<file path="config.mk">
export PLATFORM = sky130hd
export DESIGN_NAME = alu_ex_stage
export DESIGN_NICKNAME = d
export VERILOG_FILES = /design/src/rtl/alu_ex_stage_pkg.sv /design/src/rtl/alu_ex_stage_alu_core.sv /design/src/rtl/alu_ex_stage.sv
export SDC_FILE = /design/constraint.sdc
export NUM_CORES = 1
export LEC_CHECK = 0
export CAP_MARGIN = 20
export CORE_MARGIN = 4
export CORE_UTILIZATION = 35
export CTS_CLUSTER_SIZE = 10
export DETAILED_ROUTE_END_ITERATION = 6
export DONT_BUFFER_PORTS = 1
export GPL_TIMING_DRIVEN = 0
export SYNTH_ARGS = -nofsm -noshare
export SYNTH_HDL_FRONTEND = slang
export SYNTH_HIERARCHICAL = 1
export SYNTH_SLANG_ARGS = --single-unit
</file>
<file path="constraint.sdc">
create_clock -name clk -period 1.5 [get_ports clk]
set_input_delay 0.3 -clock clk [delete_from_list [all_inputs] [get_ports clk]]
set_output_delay 0.3 -clock clk [all_outputs]
set_load 0.01 [all_outputs]
</file>
<file path="src/rtl/alu_ex_stage_pkg.sv">
`default_nettype none
// ============================================================================
// Module      : alu_ex_stage_pkg
// Description : Shared definitions for the ALU control decoder and the
//               execute stage: ALU select codes, default widths and the
//               execute-stage skid-buffer state encoding.
// Revision    : 1.0 - initial release
// ============================================================================
package alu_ex_stage_pkg;

  localparam int XLEN_DEFAULT = 32;
  localparam int TAGW_DEFAULT = 5;

  // ALU select codes shared with the ALU control decoder.
  localparam logic [3:0] ALU_AND = 4'b0000;
  localparam logic [3:0] ALU_OR  = 4'b0001;
  localparam logic [3:0] ALU_ADD = 4'b0010;
  localparam logic [3:0] ALU_SUB = 4'b0110;
  localparam logic [3:0] ALU_BAD = 4'b1111;

  // Occupancy of the two-entry skid buffer.
  typedef enum logic [1:0] {
    ST_EMPTY = 2'd0,  // main and skid empty
    ST_FULL  = 2'd1,  // main held
    ST_SKID  = 2'd2   // main and skid held
  } ex_state_t;

endpackage : alu_ex_stage_pkg
`default_nettype wire

</file>
<file path="src/rtl/alu_ex_stage_alu_core.sv">
`default_nettype none
// ============================================================================
// Module      : alu_core
// Description : Purely combinational ALU. Add/sub wrap modulo 2^XLEN,
//               bitwise and/or. Unknown select codes yield result 0 with
//               the illegal flag set.
// Ports       : alu_sel - 4-bit select code
//               op_a    - operand A
//               op_b    - operand B
//               result  - ALU result
//               zero    - result == 0
//               illegal - alu_sel not a legal code
// Revision    : 1.0 - initial release
// ============================================================================
module alu_core
  import alu_ex_stage_pkg::*;
#(
  parameter int XLEN = XLEN_DEFAULT
) (
  input  logic [3:0]      alu_sel,
  input  logic [XLEN-1:0] op_a,
  input  logic [XLEN-1:0] op_b,
  output logic [XLEN-1:0] result,
  output logic            zero,
  output logic            illegal
);

  logic [XLEN-1:0] w_result;
  logic            w_illegal;

  always_comb begin
    w_result  = '0;
    w_illegal = 1'b0;
    case (alu_sel)
      ALU_ADD: w_result = op_a + op_b;
      ALU_SUB: w_result = op_a - op_b;
      ALU_AND: w_result = op_a & op_b;
      ALU_OR:  w_result = op_a | op_b;
      default: w_illegal = 1'b1;
    endcase
  end

  assign result  = w_result;
  // An illegal code forces result 0, so zero is naturally 1 for it.
  assign zero    = (w_result == '0);
  assign illegal = w_illegal;

endmodule : alu_core
`default_nettype wire

</file>
<file path="src/rtl/alu_ex_stage.sv">
`default_nettype none
// ============================================================================
// Module      : alu_ex_stage
// Description : Execute stage. Computes the ALU result for each accepted
//               operation and holds it in a two-entry skid buffer (main +
//               skid) between valid/ready handshakes. in_ready is
//               registered so the upstream never sees a combinational path
//               from out_ready. One operation per cycle throughput.
// Ports       : clk, rst_n (async active-low), flush (sync, drops all)
//               in_valid/in_ready, alu_sel, op_a, op_b, rd_in - upstream
//               out_valid/out_ready, result, zero, illegal, rd_out - down
// Revision    : 1.0 - initial release
// ============================================================================
module alu_ex_stage
  import alu_ex_stage_pkg::*;
#(
  parameter int XLEN = XLEN_DEFAULT,
  parameter int TAGW = TAGW_DEFAULT
) (
  input  logic            clk,
  input  logic            rst_n,
  input  logic            flush,
  input  logic            in_valid,
  output logic            in_ready,
  input  logic [3:0]      alu_sel,
  input  logic [XLEN-1:0] op_a,
  input  logic [XLEN-1:0] op_b,
  input  logic [TAGW-1:0] rd_in,
  output logic            out_valid,
  input  logic            out_ready,
  output logic [XLEN-1:0] result,
  output logic            zero,
  output logic            illegal,
  output logic [TAGW-1:0] rd_out
);

  logic [XLEN-1:0] w_alu_result;
  logic            w_alu_zero;
  logic            w_alu_illegal;

  alu_core #(
    .XLEN (XLEN)
  ) u_alu_core (
    .alu_sel (alu_sel),
    .op_a    (op_a),
    .op_b    (op_b),
    .result  (w_alu_result),
    .zero    (w_alu_zero),
    .illegal (w_alu_illegal)
  );

  ex_state_t       r_state;
  ex_state_t       w_state_next;
  logic            r_in_ready;

  logic [XLEN-1:0] r_main_result;
  logic            r_main_zero;
  logic            r_main_illegal;
  logic [TAGW-1:0] r_main_rd;

  logic [XLEN-1:0] r_skid_result;
  logic            r_skid_zero;
  logic            r_skid_illegal;
  logic [TAGW-1:0] r_skid_rd;

  logic            w_out_valid;
  logic            w_accept;
  logic            w_pop;
  logic            w_load_main_new;
  logic            w_load_main_skid;
  logic            w_load_skid;

  assign w_out_valid = (r_state != ST_EMPTY);
  assign w_accept    = in_valid & r_in_ready;
  assign w_pop       = w_out_valid & out_ready;

  // ---------------------------------------------------------------- FSM
  always_ff @(posedge clk or negedge rst_n) begin
    if (!rst_n) begin
      r_state <= ST_EMPTY;
    end else begin
      r_state <= w_state_next;
    end
  end

  always_comb begin
    w_state_next     = r_state;
    w_load_main_new  = 1'b0;
    w_load_main_skid = 1'b0;
    w_load_skid      = 1'b0;
    if (flush) begin
      // Flush wins over any same-cycle accept or pop; nothing is loaded.
      w_state_next = ST_EMPTY;
    end else begin
      case (r_state)
        ST_EMPTY: begin
          if (w_accept) begin
            w_state_next    = ST_FULL;
            w_load_main_new = 1'b1;
          end
        end
        ST_FULL: begin
          if (w_accept && !w_pop) begin
            w_state_next = ST_SKID;
            w_load_skid  = 1'b1;
          end else if (w_accept && w_pop) begin
            w_load_main_new = 1'b1;
          end else if (w_pop) begin
            w_state_next = ST_EMPTY;
          end
        end
        ST_SKID: begin
          if (w_pop) begin
            w_state_next     = ST_FULL;
            w_load_main_skid = 1'b1;
          end
        end
        default: w_state_next = ST_EMPTY;
      endcase
    end
  end

  // in_ready is a flop that anticipates the next state, keeping it free of
  // any combinational dependence on out_ready.
  always_ff @(posedge clk or negedge rst_n) begin
    if (!rst_n) begin
      r_in_ready <= 1'b1;
    end else begin
      r_in_ready <= (w_state_next != ST_SKID);
    end
  end

  // ---------------------------------------------------------- data path
  always_ff @(posedge clk or negedge rst_n) begin
    if (!rst_n) begin
      r_main_result  <= '0;
      r_main_zero    <= 1'b0;
      r_main_illegal <= 1'b0;
      r_main_rd      <= '0;
    end else if (w_load_main_new) begin
      r_main_result  <= w_alu_result;
      r_main_zero    <= w_alu_zero;
      r_main_illegal <= w_alu_illegal;
      r_main_rd      <= rd_in;
    end else if (w_load_main_skid) begin
      r_main_result  <= r_skid_result;
      r_main_zero    <= r_skid_zero;
      r_main_illegal <= r_skid_illegal;
      r_main_rd      <= r_skid_rd;
    end
  end

  always_ff @(posedge clk or negedge rst_n) begin
    if (!rst_n) begin
      r_skid_result  <= '0;
      r_skid_zero    <= 1'b0;
      r_skid_illegal <= 1'b0;
      r_skid_rd      <= '0;
    end else if (w_load_skid) begin
      r_skid_result  <= w_alu_result;
      r_skid_zero    <= w_alu_zero;
      r_skid_illegal <= w_alu_illegal;
      r_skid_rd      <= rd_in;
    end
  end

  assign in_ready  = r_in_ready;
  assign out_valid = w_out_valid;
  assign result    = r_main_result;
  assign zero      = r_main_zero;
  assign illegal   = r_main_illegal;
  assign rd_out    = r_main_rd;

endmodule : alu_ex_stage
`default_nettype wire
</file>
### Yosys cells after proc, flatten, opt, wreduce, memory -nomap -nowiden

Cells that the tools add are included.

| word-level totals | value |
|---|---|
| register bits after elaboration | 81 |
| input port bits | 78 |
| output and inout bits | 41 |
| word-level logic and storage cells | 59 |

| cells by class | value |
|---|---|
| $add $sub $neg | 2 |
| equality and inequality tests | 6 |
| muxes and demuxes | 28 |
| bitwise logic cells | 4 |
| reductions and logical operators | 9 |

Operator list:

| cell | number |
|---|---|
| $pmux W32 S4 | 1 |
| $mux W32 | 2 |
| $add A32 B32 Y32 | 1 |
| $and A32 B32 Y32 | 1 |
| $logic_not A32 Y1 | 1 |
| $or A32 B32 Y32 | 1 |
| $sub A32 B32 Y32 | 1 |
| $mux W1 | 15 |
| $mux W2 | 6 |
| $mux W5 | 2 |
| $pmux W2 S3 | 1 |
| $eq A4 B1 Y1 const B | 1 |
| $eq A4 B2 Y1 const B | 1 |
| $eq A4 B3 Y1 const B | 1 |
| $logic_not A4 Y1 | 1 |
| $reduce_bool A2 Y1 | 2 |
| $reduce_or A4 Y1 | 1 |
| $and A1 B1 Y1 | 2 |
| $eq A2 B1 Y1 const B | 1 |
| $eq A2 B2 Y1 const B | 1 |
| $logic_and A1 B1 Y1 | 2 |
| $logic_not A2 Y1 | 1 |
| $ne A2 B2 Y1 const B | 1 |
| $pmux W1 S2 | 1 |
| $logic_not A1 Y1 | 1 |

### Depth between registers and ports, before layout

Gate-level depths: netlist of the first run.

| depth | value |
|---|---|
| depth in word-level cells | 8 |
| mapped depth | 22 |
| depth with buffers taken out | 22 |

### Cells and area by module

The synthesis of the first run kept the hierarchy.

By module, submodules not included:

| module | instances | cells an instance | area an instance (um^2) | sequential area each (um^2) |
|---|---|---|---|---|
| alu_ex_stage | 1 | 230 | 3326.9 | 2028.2 |
| alu_core | 1 | 496 | 3275.6 | 0.0 |

### Worst setup path before layout of the first run

No wires, ideal clock.

| timing | value |
|---|---|
| kind | input to register |
| from | input port alu_sel[0] |
| to | register r_main_zero, in the netlist zero |
| setup time | 66 ps |
| arrival | 5574 ps |
| data required time | 1434 ps |
| setup slack | -4140 ps |
| stages on the path | 22 |
| path buffers | 5 |
| cell sequence | buf_2 nor2_1 and2_1 clkbuf_1 clkbuf_1 nand2_1 clkbuf_1 nand2_1 xor2_1 ha_1 buf_6 a21o_1 a31oi_4 o221ai_2 or3_1 a31o_1 or4_1 or4b_1 or4_1 or4_1 nor4b_2 a221o_1 |

| between the ends | value |
|---|---|
| longest elaborated chain between the ends | 4 |
| elaborated cells on any way between the ends | 7 |
| classes of those cells | 3 x eq/ne; 2 x mux; 2 x reduce/logical |

RTL lines:

| item | line | text |
|---|---|---|
| from (decl) | alu_ex_stage.sv:25 | `input logic [3:0] alu_sel,` |
| $eq A4 B1 Y1, or another cell as far along | alu_ex_stage_alu_core.sv:34 | `case (alu_sel)` |
| $pmux W32 S4 * | alu_ex_stage_alu_core.sv:34 |  |
| net w_alu_result[13] | alu_ex_stage.sv:37 | `logic [XLEN-1:0] w_alu_result;` |
| $logic_not A32 Y1 * | alu_ex_stage_alu_core.sv:45 | `assign zero = (w_result == '0);` |
| net w_alu_zero | alu_ex_stage.sv:38 | `logic w_alu_zero;` |
| $mux W1 * | alu_ex_stage.sv:140 | `end else if (w_load_main_new) begin` |
| to (signal assigned) | alu_ex_stage.sv:142 | `r_main_zero <= w_alu_zero;` |
| to (signal assigned) | alu_ex_stage.sv:147 | `r_main_zero <= r_skid_zero;` |
| to (decl) | alu_ex_stage.sv:57 | `logic r_main_zero;` |

Mark *: on every way through the listed nets, which the timed path passes. The rest lies on a longest branch.
A chain may end at the register's enable or synchronous reset.

### Worst setup path after layout of the first run

| timing | value |
|---|---|
| from | input port alu_sel[0] |
| to | register r_skid_zero |

| between the ends | value |
|---|---|
| longest elaborated chain between the ends | 3 |
| elaborated cells on any way between the ends | 6 |
| classes of those cells | 3 x eq/ne; 1 x mux; 2 x reduce/logical |

RTL lines:

| item | line | text |
|---|---|---|
| $eq A4 B1 Y1, or another cell as far along | alu_ex_stage_alu_core.sv:34 |  |
| $pmux W32 S4 * | alu_ex_stage_alu_core.sv:34 |  |
| net w_alu_result[13] | alu_ex_stage.sv:37 |  |
| $logic_not A32 Y1 * | alu_ex_stage_alu_core.sv:45 |  |
| net w_alu_zero | alu_ex_stage.sv:38 |  |
| to (signal assigned) | alu_ex_stage.sv:161 | `r_skid_zero <= w_alu_zero;` |
| to (decl) | alu_ex_stage.sv:62 | `logic r_skid_zero;` |

Marked as above.

==> results of run 1 <==
[sequential cells by signal (all words and copies together) (netlist names)]
register / count
in_ready: 1
illegal: 1
result: 32
r_skid_rd: 5
zero: 1
r_skid_illegal: 1
r_state: 2
rd_out: 5
r_skid_zero: 1
r_skid_result: 32
[path summary, 6_finish.rpt]
check | startpoint | cells after the start | slack, ps | endpoint
max in group asynchronous | rst_n | 0 | 1640 | in_ready$_DFF_PN1_
min in group clk | out_ready | 1 | 50 | r_state[1]$_DFF_PN0_
max reg2reg | in_ready$_DFF_PN1_ | 4 | -230 | result[15]$_DFFE_PN0P_
min | rst_n | 0 | -350 | result[27]$_DFFE_PN0P_
min reg2reg | r_skid_result[15]$_DFFE_PN0P_ | 1 | 480 | r_skid_result[15]$_DFFE_PN0P_
max | alu_sel[0] | 20 | -3480 | r_skid_zero$_DFFE_PN0P_
[routing by layer]
metal	share of wire, %	vias up	global-route usage, %
met5	0	-	0
met4	1.4	0	4.32
met3	6.3	25	5.73
met2	48	199	31.3
met1	44	3017	25.9
li1	-	2926	-
[stage by stage]
stage	instances	instance area, um^2	hold WS, ps	TNS (ps)	power [mW]
after floorplan	726	6840	4.41	-110860	4.34
after global placement	955	7120	6.22	-150340	4.77
after detailed placement	955	7120	6.28	-152060	4.80
after CTS	1022	8350	-362	-107140	7.79
after global routing	1061	9300	-371	-117700	8.73
final	1061	9300	-348	-110510	8.32
[cell type report]
type	instances	area [um^2]
Buffer	37	375
Clock inverter	7	106
Multi-Input combinational cell	592	5330
Inverter	10	41.3
Sequential cell	81	2030
Timing Repair Buffer	96	905
Fill cell	1607	8970
Tap cell	229	287
Clock buffer	9	225
[worst register-to-register path, cell delays in order (launching register included)]
cell and delay (ps):
sky130_fd_sc_hd__dfstp_2 570, sky130_fd_sc_hd__and4bb_2 280, sky130_fd_sc_hd__and2_4 180, sky130_fd_sc_hd__clkbuf_1 390
sky130_fd_sc_hd__a221o_1 250
[where the power goes]
part / internal, mW / leakage (nW) / switching [mW]
combinational: 1.63 / 2.82 / 1.43
clock: 1.49 / 0.163 / 0.953
sequential: 2.53 / 1.08 / 0.304
total: 5.64 / 4.07 / 2.68
[kinds of logic after synthesis]
family	synth area share (%)
flip-flops	30.7
adder cells (fa/ha/maj)	10.2
multiplexers	7.41
buffers and inverters	3.90
AO/OA/AOI/OAI	21.8
AND/OR/NAND/NOR	19.2
XOR/XNOR	6.77
[repair_timing]
item / 4_1_cts / 5_1_grt
cloned: 0 / 1
resized for setup: 124 / 153
endpoints found under the setup margin: 78 / 80
buffers inserted: 56 / 45
hold endpoints to repair: 81 / 81
pin swaps: 40 / 74
[cells in the final DEF, fill, tap and decap left out, types with 7 or more instances in the layout]
| master | n |
|---|---|
| sky130_fd_sc_hd__a221o_1 | 39 |
| sky130_fd_sc_hd__nand4_1 | 8 |
| sky130_fd_sc_hd__xor2_1 | 21 |
| sky130_fd_sc_hd__clkbuf_1 | 8 |
| sky130_fd_sc_hd__dfrtp_1 | 80 |
| sky130_fd_sc_hd__ha_2 | 8 |
| sky130_fd_sc_hd__ha_1 | 21 |
| sky130_fd_sc_hd__a21oi_1 | 27 |
| sky130_fd_sc_hd__nor3_1 | 12 |
| sky130_fd_sc_hd__maj3_1 | 23 |
| sky130_fd_sc_hd__nand2_2 | 11 |
| sky130_fd_sc_hd__o21ai_0 | 17 |
| sky130_fd_sc_hd__clkbuf_16 | 12 |
| sky130_fd_sc_hd__nor2_1 | 39 |
| sky130_fd_sc_hd__o21ai_2 | 21 |
| sky130_fd_sc_hd__and3_1 | 7 |
| sky130_fd_sc_hd__buf_4 | 58 |
| sky130_fd_sc_hd__mux2_4 | 34 |
| sky130_fd_sc_hd__xnor2_1 | 28 |
| sky130_fd_sc_hd__nand2_1 | 48 |
| sky130_fd_sc_hd__buf_6 | 49 |
| sky130_fd_sc_hd__a21oi_4 | 8 |
| sky130_fd_sc_hd__nand2b_1 | 8 |
| sky130_fd_sc_hd__a21oi_2 | 15 |
| sky130_fd_sc_hd__and2_1 | 39 |
==> PnR_summary.wiki, run 1 <==
{| class="wikitable"
! Metric !! Value
|-
| Count of pins on the block boundary || 119
|-
| Violated checks || hold timing, setup timing
|-
| Main area contributors after synthesis || sky130_fd_sc_hd__dfrtp_1 (30%), sky130_fd_sc_hd__mux2_1 (6.5%), sky130_fd_sc_hd__ha_1 (6.4%), sky130_fd_sc_hd__a221o_1 (5.9%), sky130_fd_sc_hd__and2_1 (4.0%)
|-
| Power Dens Cells || 895 mW/mm^2
|-
| Area share of the leading cell type in the synthesized netlist || between 30% and 40%
|-
| Gr usage total || between 10% and 20%
|-
| Number of inserted diodes || 0
|-
| Routed wire length || around 23,000 um
|-
| TritonCTS Buffers || 9
|-
| Nets@finish || 940
|-
| Tightest Pin Transition || 758 ps
|-
| Worst-Skew Late Latency || 340 ps
|-
| Proportion of synthesized chip area in sequential cells || 30.7%
|-
| Final Slew Violations || 0
|-
| Number of remaining DRC errors || 0
|-
| Most common flop cell mapped by yosys || sky130_fd_sc_hd__dfrtp_1
|-
| Number of setup violations in the final report || 78
|-
| Critical Path Fanout Max || 4
|-
| Fraction of the cycle the final worst path needs || 332%
|-
| Top post-synthesis cells by count || sky130_fd_sc_hd__dfrtp_1 (80), sky130_fd_sc_hd__nand2_1 (64), sky130_fd_sc_hd__a21oi_1 (50)
|-
| Residual antenna-violating net count after detailed routing || 0
|-
| Worst Path Arrival || 5260 ps
|-
| Crit start category || input pin
|-
| Fin worst setup slack || -3480 ps
|-
| Via count of the first global-routing pass || 5,918
|-
| Required @ worst endpoint || ~1800 ps
|-
| Horizontal extent of the die || roughly 150 um
|-
| Share of layout cells above drive strength 1 || roughly 40%
|-
| Leftover overflow at the end of global routing || 0
|-
| Average vias per placed instance || 5.81
|-
| Average size of a mapped cell || slightly above 9 um^2
|-
| Die height || 145 um
|-
| Buffers plus inverters on the worst setup path || 3
|-
| CTS tree || built
|-
| Final number of hold-violating endpoints || 81
|-
| Worst-case clock skew || 7.68 ps
|-
| Status || complete, but fails checks
|-
| Hold crit path type || in2async
|-
| Post-Syn Area || 0.00660 mm^2
|-
| Number of warnings issued by yosys || 6
|-
| Starting Density || 36.1%
|-
| Total of buffers placed on input and output ports || 0
|-
| Area growth, synth to finish || 40.9%
|-
| H-tree levels || 3
|-
| Post-Synthesis Cells || 726
|-
| Proportion of register bits with asynchronous set or reset after synthesis || 100%
|-
| Clk Tree Root Cell || sky130_fd_sc_hd__clkbuf_16
|-
| Maximum buffer depth of the clock tree || 2
|-
| Synthesized netlist net count || 839
|-
| Leading cell type by number of instances after synthesis || sky130_fd_sc_hd__dfrtp_1
|-
| Biggest area consumer among synthesized cells || sky130_fd_sc_hd__dfrtp_1
|-
| Worst voltage drop across the vdd grid || 0.611 mV
|-
| Max stage delay on crit path || 510 ps
|-
| Chain of cells forming the critical path || buf_12 -> nor2_4 -> and2_4 -> clkbuf_16 -> nand2_8 -> o31ai_4 -> xor2_1 -> ha_1 -> and2_4 -> a221oi_4 -> a211oi_2 -> buf_4 -> or3_1 -> a31o_1 -> or4_4 -> or4b_4 -> or4_1 -> or4_4 -> nor4b_4 -> mux2_4
|-
| DPL Wire Length || 15,600 um
|-
| Floorplan die area || between 0.02 and 0.025 mm^2
|-
| Starting DRC count in detailed routing || 409
|-
| Detailed-routing iteration count for the pre-antenna-repair pass || 5
|-
| CTS Sinks || 81
|-
| Post-synthesis cell type count || 74
|-
| Worst Setup Path Type || in2reg
|-
| Setup WS pre-CTS || -4380 ps
|-
| Average detailed-routed wire length per instance || approximately 21 um
|-
| Cell family contributing the most delay on the critical path || simple AND/OR/NAND/NOR gates
|-
| Endpoint class of the critical path || flip-flop
|-
| Time the final worst path needs with I/O delays and setup || 4980 ps
|-
| Synthesized flop and latch total || ~80
|-
| Setup repair after global routing missed its margin || true
|-
| Gp weighted congestion || ~0.9
|-
| Placeable core region || ~0.018 mm^2
|-
| Number of antenna violations at the first check in global routing || 0
|-
| Maximum clock frequency || between 200 and 250 MHz
|-
| Worst Hold Margin || -348 ps
|-
| Global-route wire length before repair || 33,300 um
|-
| Row cnt || 49
|-
| Number of vias in the routed layout || 6,167
|-
| Max-cap violation count || 0
|-
| Share of the core filled with cells in the final layout || 50.9%
|-
| Number of flops mapped to enable cells by yosys || 0
|-
| Maximum number of pins on one net before global-route repair || 82
|-
| Clock input transition at the sequential cells of the worst setup and hold paths || 70 ps
|-
| Static power due to leakage || 4.07 nW
|-
| Worst slew margin || 49.5%
|-
| Worst-path cell with the longest stage delay || sky130_fd_sc_hd__or4_4
|}
(Power assumes the default switching activity.)
==> run 2: changes to the inputs <==
--- a/config.mk
+++ b/config.mk
@@ -11,7 +11,6 @@
 export CTS_CLUSTER_SIZE = 10
 export DETAILED_ROUTE_END_ITERATION = 6
 export DONT_BUFFER_PORTS = 1
-export GPL_TIMING_DRIVEN = 0
 export SYNTH_ARGS = -nofsm -noshare
 export SYNTH_HDL_FRONTEND = slang
 export SYNTH_HIERARCHICAL = 1
==> PnR_summary.wiki, run 2 (synthesis gave the netlist of run 1 again) <==
{| class="wikitable"
! Metric !! Value
|-
| Commonest cells after routing, fill and taps aside || sky130_fd_sc_hd__buf_4 (153), sky130_fd_sc_hd__dfrtp_1 (80), sky130_fd_sc_hd__nand2_1 (54), sky130_fd_sc_hd__buf_6 (48) (was sky130_fd_sc_hd__dfrtp_1 (80), sky130_fd_sc_hd__buf_4 (58), sky130_fd_sc_hd__buf_6 (49), sky130_fd_sc_hd__nand2_1 (48))
|-
| Total of buffers placed on input and output ports || 0 (unchanged)
|-
| Tightest Pin Transition || 453 ps (was 758 ps)
|-
| Nets@finish || 1,020 (was 940)
|-
| Crit start category || input pin (unchanged)
|-
| Sum of negative setup slack || -103,570 ps (was -110,510 ps)
|-
| Total chip power || 8.36 mW (was 8.32 mW)
|-
| Endpoint class of the critical path || flip-flop (unchanged)
|-
| Clk Tree Root Cell || sky130_fd_sc_hd__clkbuf_16 (unchanged)
|-
| Routed wire length || 23,600 um (was 22,600 um)
|-
| Number of remaining DRC errors || 0 (unchanged)
|-
| Power Dens Cells || 837 mW/mm^2 (was 895 mW/mm^2)
|-
| Count of placed standard cells in the final layout, fillers left out || 1,141 (was 1,061)
|-
| Gp weighted congestion || 0.879 (was 0.906)
|-
| Standard cell area after detailed placement || 0.00808 mm^2 (was 0.00712 mm^2)
|-
| Reg-to-reg slack, setup || -200 ps (was -230 ps)
|-
| Clock input transition at the sequential cells of the worst setup and hold paths || 70 ps (about the same)
|-
| Number of inserted diodes || 0 (unchanged)
|-
| Via count of the first global-routing pass || 6,551 (was 5,918)
|-
| Leading cell type in the layout, fill and taps excluded || sky130_fd_sc_hd__buf_4 (was sky130_fd_sc_hd__dfrtp_1)
|-
| Number of setup violations in the final report || 80 (was 78)
|-
| Violated checks || hold timing, setup timing (unchanged)
|-
| Detailed-routing iteration count for the pre-antenna-repair pass || 5 (unchanged)
|-
| Share of the core filled with cells in the final layout || 54.7% (was 50.9%)
|-
| Hold crit path type || in2async (unchanged)
|-
| Area growth, synth to finish || 51.3% (was 40.9%)
|-
| Worst Hold Margin || -356 ps (was -348 ps)
|-
| Final Slew Violations || 0 (unchanged)
|-
| Maximum buffer depth of the clock tree || 2 (unchanged)
|-
| Count of pins on the block boundary || 119 (unchanged)
|-
| Floorplan die area || 0.0211 mm^2 (unchanged)
|-
| Max-cap violation count || 0 (unchanged)
|-
| Fraction of the cycle the final worst path needs || 310% (was 332%)
|-
| H-tree levels || 3 (unchanged)
|-
| Gr usage total || 20.9% (was 19.4%)
|-
| Worst-Skew Late Latency || 340 ps (about the same)
|-
| Required @ worst endpoint || 1790 ps (was 1780 ps)
|-
| Status || complete, but fails checks (unchanged)
|-
| DPL Wire Length || 16,200 um (was 15,600 um)
|-
| Met2 WL || 11,500 um (was 10,800 um)
|-
| Fin worst setup slack || -3150 ps (was -3480 ps)
|-
| Worst Path Arrival || 4940 ps (was 5260 ps)
|-
| Worst slew margin || 69.5% (was 49.5%)
|-
| Length of routed wiring on met1 || 9900 um (was 10,000 um)
|-
| Maximum clock frequency || 215 MHz (was 201 MHz)
|-
| Worst Setup Path Type || in2reg (unchanged)
|-
| CTS Sinks || 81 (unchanged)
|-
| Setup repair after global routing missed its margin || true (unchanged)
|-
| Setup WS pre-CTS || -3730 ps (was -4380 ps)
|-
| Maximum number of pins on one net before global-route repair || 82 (unchanged)
|-
| Time the final worst path needs with I/O delays and setup || 4650 ps (was 4980 ps)
|-
| Final number of hold-violating endpoints || 81 (unchanged)
|-
| Share of layout cells above drive strength 1 || 45.8% (was 39.5%)
|-
| Starting Density || 36.1% (unchanged)
|-
| Starting DRC count in detailed routing || 382 (was 409)
|-
| Met3 wire length || 1730 um (was 1420 um)
|-
| Placeable core region || 0.0183 mm^2 (unchanged)
|-
| Row cnt || 49 (unchanged)
|-
| Worst-case clock skew || 9.36 ps (was 7.68 ps)
|-
| Die height || 145 um (unchanged)
|-
| Fin area || 0.00999 mm^2 (was 0.00930 mm^2)
|-
| Residual antenna-violating net count after detailed routing || 0 (unchanged)
|-
| Critical Path Fanout Max || 6 (was 4)
|-
| Number of vias in the routed layout || 6,514 (was 6,167)
|-
| TritonCTS Buffers || 9 (unchanged)
|-
| Global-route wire length before repair || 35,800 um (was 33,300 um)
|-
| Number of antenna violations at the first check in global routing || 0 (unchanged)
|-
| Static power due to leakage || 4.53 nW (was 4.07 nW)
|-
| Worst voltage drop across the vdd grid || 0.447 mV (was 0.611 mV)
|-
| Average vias per placed instance || 5.71 (was 5.81)
|-
| Max layer used || met4 (unchanged)
|-
| Leftover overflow at the end of global routing || 0 (unchanged)
|-
| Average detailed-routed wire length per instance || 20.7 um (was 21.3 um)
|-
| Horizontal extent of the die || 145 um (unchanged)
|-
| CTS tree || built (unchanged)
|-
| Placed Instances || 1,070 (was 955)
|}
run 2: changes by cell type in the layout (fill, tap and decap cells not counted), sizes merged:
cell	change
clkbuf	-15
bufinv	-2
and2	+1
buf	+95
clkinv	-1
clkinvlp	+2
run 2: per-layer routing:
metal	GRT usage [%]	up-vias
li1	-	3078
met5	0	-
met4	4.23	0
met1	26.2	3213
met2	35.7	190
met3	6.63	33
run 2: path summary, 6_finish.rpt:
path	to	cells past startpoint	from
max in group asynchronous	in_ready$_DFF_PN1_	0	rst_n
min	r_skid_result[19]$_DFFE_PN0P_	0	rst_n
max	zero$_DFFE_PN0P_	16	op_b[3]
min reg2reg	r_skid_result[20]$_DFFE_PN0P_	1	r_skid_result[20]$_DFFE_PN0P_
min in group clk	r_state[1]$_DFF_PN0_	1	out_ready
max reg2reg	r_skid_result[3]$_DFFE_PN0P_	6	in_ready$_DFF_PN1_
run 2: final cells by class:
| type | count | area (um^2) |
|---|---|---|
| well taps | 229 | 287 |
| clock buffers | 10 | 239 |
| fillers | 1592 | 8280 |
| inverters | 10 | 40.0 |
| multi-input cells | 593 | 5400 |
| flip-flops and latches | 81 | 2030 |
| clock inverters | 6 | 48.8 |
| repair buffers | 212 | 1940 |
run 2: what timing repair did:
action,CTS,global route
cloned,6,2
setup buffers,31,38
resized for setup,135,127
endpoints found under the setup margin,78,81
endpoints found under the hold margin,81,81
pin swaps,43,108
run 2: power by group:
group          internal [mW]  total (mW)  switching, mW
registers               2.53        2.84          0.309
logic                   1.89        3.41           1.51
clock network           1.18        2.12          0.936
total                   5.60        8.36           2.76
run 2: critical path, cell delays in order:
cell and delay [ps]:
sky130_fd_sc_hd__nor4_4 320, sky130_fd_sc_hd__nor4b_4 370, sky130_fd_sc_hd__a21oi_2 110, sky130_fd_sc_hd__xnor2_1 130
sky130_fd_sc_hd__ha_1 320, sky130_fd_sc_hd__and4_1 220, sky130_fd_sc_hd__a32oi_1 150, sky130_fd_sc_hd__nand2_1 100
sky130_fd_sc_hd__or3_1 380, sky130_fd_sc_hd__a31o_1 200, sky130_fd_sc_hd__or4_4 510, sky130_fd_sc_hd__or4b_4 500
sky130_fd_sc_hd__or4_1 470, sky130_fd_sc_hd__or4_4 430, sky130_fd_sc_hd__nor4b_4 240, sky130_fd_sc_hd__a221o_1 190
==> run 3: changes to the inputs <==
--- a/config.mk
+++ b/config.mk
@@ -8,6 +8,7 @@
 export CAP_MARGIN = 20
 export CORE_MARGIN = 4
 export CORE_UTILIZATION = 35
+export CTS_BUF_LIST = sky130_fd_sc_hd__clkbuf_16
 export CTS_CLUSTER_SIZE = 10
 export DETAILED_ROUTE_END_ITERATION = 6
 export DONT_BUFFER_PORTS = 1
==> PnR_summary.wiki, run 3 (synthesis gave the netlist of run 1 again) <==
{| class="wikitable"
! Metric !! Value
|-
| Row cnt || 49 (unchanged)
|-
| Maximum buffer depth of the clock tree || 2 (unchanged)
|-
| CTS tree || built (unchanged)
|-
| Standard cell area after detailed placement || 0.00808 mm^2 (unchanged)
|-
| CTS Sinks || 81 (unchanged)
|-
| Residual antenna-violating net count after detailed routing || 0 (unchanged)
|-
| Max-cap violation count || 0 (unchanged)
|-
| Final number of hold-violating endpoints || 81 (unchanged)
|-
| Number of antenna violations at the first check in global routing || 0 (unchanged)
|-
| Tightest Pin Transition || 466 ps (was 453 ps)
|-
| Power Dens Cells || 835 mW/mm^2 (was 837 mW/mm^2)
|-
| Number of setup violations in the final report || 80 (unchanged)
|-
| TritonCTS Buffers || 9 (unchanged)
|-
| Clock input transition at the sequential cells of the worst setup and hold paths || 70 ps (about the same)
|-
| Endpoint class of the critical path || flip-flop (unchanged)
|-
| Required @ worst endpoint || 1780 ps (was 1790 ps)
|-
| Startpoint of the most critical register-to-register path || in_ready$_DFF_PN1_ (unchanged)
|-
| Time the final worst path needs with I/O delays and setup || 4650 ps (about the same)
|-
| Starting Density || 36.1% (unchanged)
|-
| Average vias per placed instance || 5.69 (was 5.71)
|-
| Reg-to-Reg End || result[28]$_DFFE_PN0P_ (was r_skid_result[3]$_DFFE_PN0P_)
|-
| Reg-to-reg slack, setup || -270 ps (was -200 ps)
|-
| Critical Path Fanout Max || 6 (unchanged)
|-
| Final Slew Violations || 0 (unchanged)
|-
| Worst Hold Margin || -354 ps (was -356 ps)
|-
| Global-route wire length before repair || 35,900 um (was 35,800 um)
|-
| H-tree levels || 3 (unchanged)
|-
| Detailed-routing iteration count for the pre-antenna-repair pass || 5 (unchanged)
|-
| Crit start category || input pin (unchanged)
|-
| Gp weighted congestion || 0.879 (unchanged)
|-
| Area growth, synth to finish || 50.9% (was 51.3%)
|-
| Count of pins on the block boundary || 119 (unchanged)
|-
| Gr usage total || 21.0% (was 20.9%)
|-
| Routed wire length || 23,500 um (was 23,600 um)
|-
| Placeable core region || 0.0183 mm^2 (unchanged)
|-
| Fin area || 0.00996 mm^2 (was 0.00999 mm^2)
|-
| Total of buffers placed on input and output ports || 0 (unchanged)
|-
| Status || complete, but fails checks (unchanged)
|-
| Starting DRC count in detailed routing || 389 (was 382)
|-
| Commonest cells after routing, fill and taps aside || sky130_fd_sc_hd__buf_4 (151), sky130_fd_sc_hd__dfrtp_1 (80), sky130_fd_sc_hd__nand2_1 (54), sky130_fd_sc_hd__buf_6 (47) (was sky130_fd_sc_hd__buf_4 (153), sky130_fd_sc_hd__dfrtp_1 (80), sky130_fd_sc_hd__nand2_1 (54), sky130_fd_sc_hd__buf_6 (48))
|-
| Leftover overflow at the end of global routing || 0 (unchanged)
|-
| Number of inserted diodes || 0 (unchanged)
|-
| Number of remaining DRC errors || 0 (unchanged)
|-
| Worst slew margin || 68.6% (was 69.5%)
|-
| Count of filler cells inserted in the layout || 1,595 (was 1,592)
|-
| Sum of negative setup slack || -103,700 ps (was -103,570 ps)
|-
| Average detailed-routed wire length per instance || 20.7 um (about the same)
|-
| Fin worst setup slack || -3150 ps (about the same)
|-
| Horizontal extent of the die || 145 um (unchanged)
|-
| Die height || 145 um (unchanged)
|-
| Number of vias in the routed layout || 6,485 (was 6,514)
|-
| Worst-Skew Late Latency || 340 ps (about the same)
|-
| Clk Tree Root Cell || sky130_fd_sc_hd__clkbuf_16 (unchanged)
|-
| Static power due to leakage || 4.52 nW (was 4.53 nW)
|-
| Leading cell type in the layout, fill and taps excluded || sky130_fd_sc_hd__buf_4 (unchanged)
|-
| Worst-case clock skew || 8.46 ps (was 9.36 ps)
|-
| Setup repair after global routing missed its margin || true (unchanged)
|-
| Maximum number of pins on one net before global-route repair || 82 (unchanged)
|-
| Share of the core filled with cells in the final layout || 54.5% (was 54.7%)
|-
| Worst voltage drop across the vdd grid || 0.443 mV (was 0.447 mV)
|-
| Maximum clock frequency || 215 MHz (about the same)
|-
| Fraction of the cycle the final worst path needs || 310% (about the same)
|-
| Nets@finish || 1,018 (was 1,020)
|-
| Hold crit path type || in2async (unchanged)
|-
| Share of layout cells above drive strength 1 || 45.7% (was 45.8%)
|-
| Total chip power || 8.32 mW (was 8.36 mW)
|-
| Worst Setup Path Type || in2reg (unchanged)
|-
| Via count of the first global-routing pass || 6,531 (was 6,551)
|-
| Number of cells on the worst reg-to-reg path || 7 (was 6)
|-
| Floorplan die area || 0.0211 mm^2 (unchanged)
|-
| DPL Wire Length || 16,200 um (unchanged)
|-
| Worst Path Arrival || 4940 ps (about the same)
|-
| Violated checks || hold timing, setup timing (unchanged)
|}
-- run 3: cell types whose count changed in the layout (fill, tap and decap cells not counted), sizes merged --
| cell | change |
|---|---|
| clkbuf | -3 |
| clkinv | +1 |
-- run 3: layout make-up --
type | count | area (um^2) | area share (%)
Clock buffer | 9 | 225 | 2.26
Clock inverter | 7 | 52.6 | 0.527
Inverter | 10 | 40.0 | 0.402
Multi-Input combinational cell | 593 | 5410 | 54.3
Sequential cell | 81 | 2030 | 20.4
Tap cell | 229 | 287 | 2.88
Timing Repair Buffer | 210 | 1930 | 19.3
-- run 3: where the power goes --
part	internal, mW	switching (mW)	leakage, nW
Combinational	1.90	1.52	3.31
Sequential	2.53	0.311	1.08
Clock	1.13	0.929	0.127
-- run 3: timing repair --
item                                   CTS  global route
buffers inserted                        32            40
pin swaps                               43           111
cloned                                   7             0
gates resized for setup                137           127
endpoints found under the hold margin   81            81
setup endpoints to repair               78            81
-- run 3: worst max-delay path by stage --
stage / startpoint / end / slack, ps / cells past startpoint
after floorplan: alu_sel[0] / zero$_DFFE_PN0P_ / -3540 / 22
after CTS: op_b[3] / zero$_DFFE_PN0P_ / -3140 / 16
after detailed placement: op_b[4] / zero$_DFFE_PN0P_ / -3730 / 20
final: op_b[3] / zero$_DFFE_PN0P_ / -3150 / 16
after global placement: op_b[4] / zero$_DFFE_PN0P_ / -3630 / 20
after global routing: op_b[3] / zero$_DFFE_PN0P_ / -3330 / 16
-- run 3: per-layer routing --
metal	global-route usage (%)	vias to the layer above	part of all wire [%]
met1	26.3	3200	42
met3	6.63	37	7.3
met2	35.7	175	49
met4	4.23	0	2.1
li1	-	3073	-
met5	0	-	0
-- run 3: critical path, stage by stage --
cell and delay, ps:
sky130_fd_sc_hd__nor4_4 320, sky130_fd_sc_hd__nand2_1 160, sky130_fd_sc_hd__o31ai_2 230, sky130_fd_sc_hd__xor2_1 170, sky130_fd_sc_hd__ha_1 290, sky130_fd_sc_hd__a21o_1 240
sky130_fd_sc_hd__a32oi_1 200, sky130_fd_sc_hd__nand2_1 100, sky130_fd_sc_hd__or3_1 390, sky130_fd_sc_hd__a31o_1 200, sky130_fd_sc_hd__or4_4 510, sky130_fd_sc_hd__or4b_4 490
sky130_fd_sc_hd__or4_1 470, sky130_fd_sc_hd__or4_4 440, sky130_fd_sc_hd__nor4b_4 240, sky130_fd_sc_hd__a221o_1 180
-- run 3: per-stage QoR --
step	instances	setup WS, ps
2_1_floorplan	726	-3540
3_3_place_gp	1070	-3630
3_5_place_dp	1070	-3730
4_1_cts	1122	-3140
5_1_grt	1139	-3330
6_report	1139	-3150
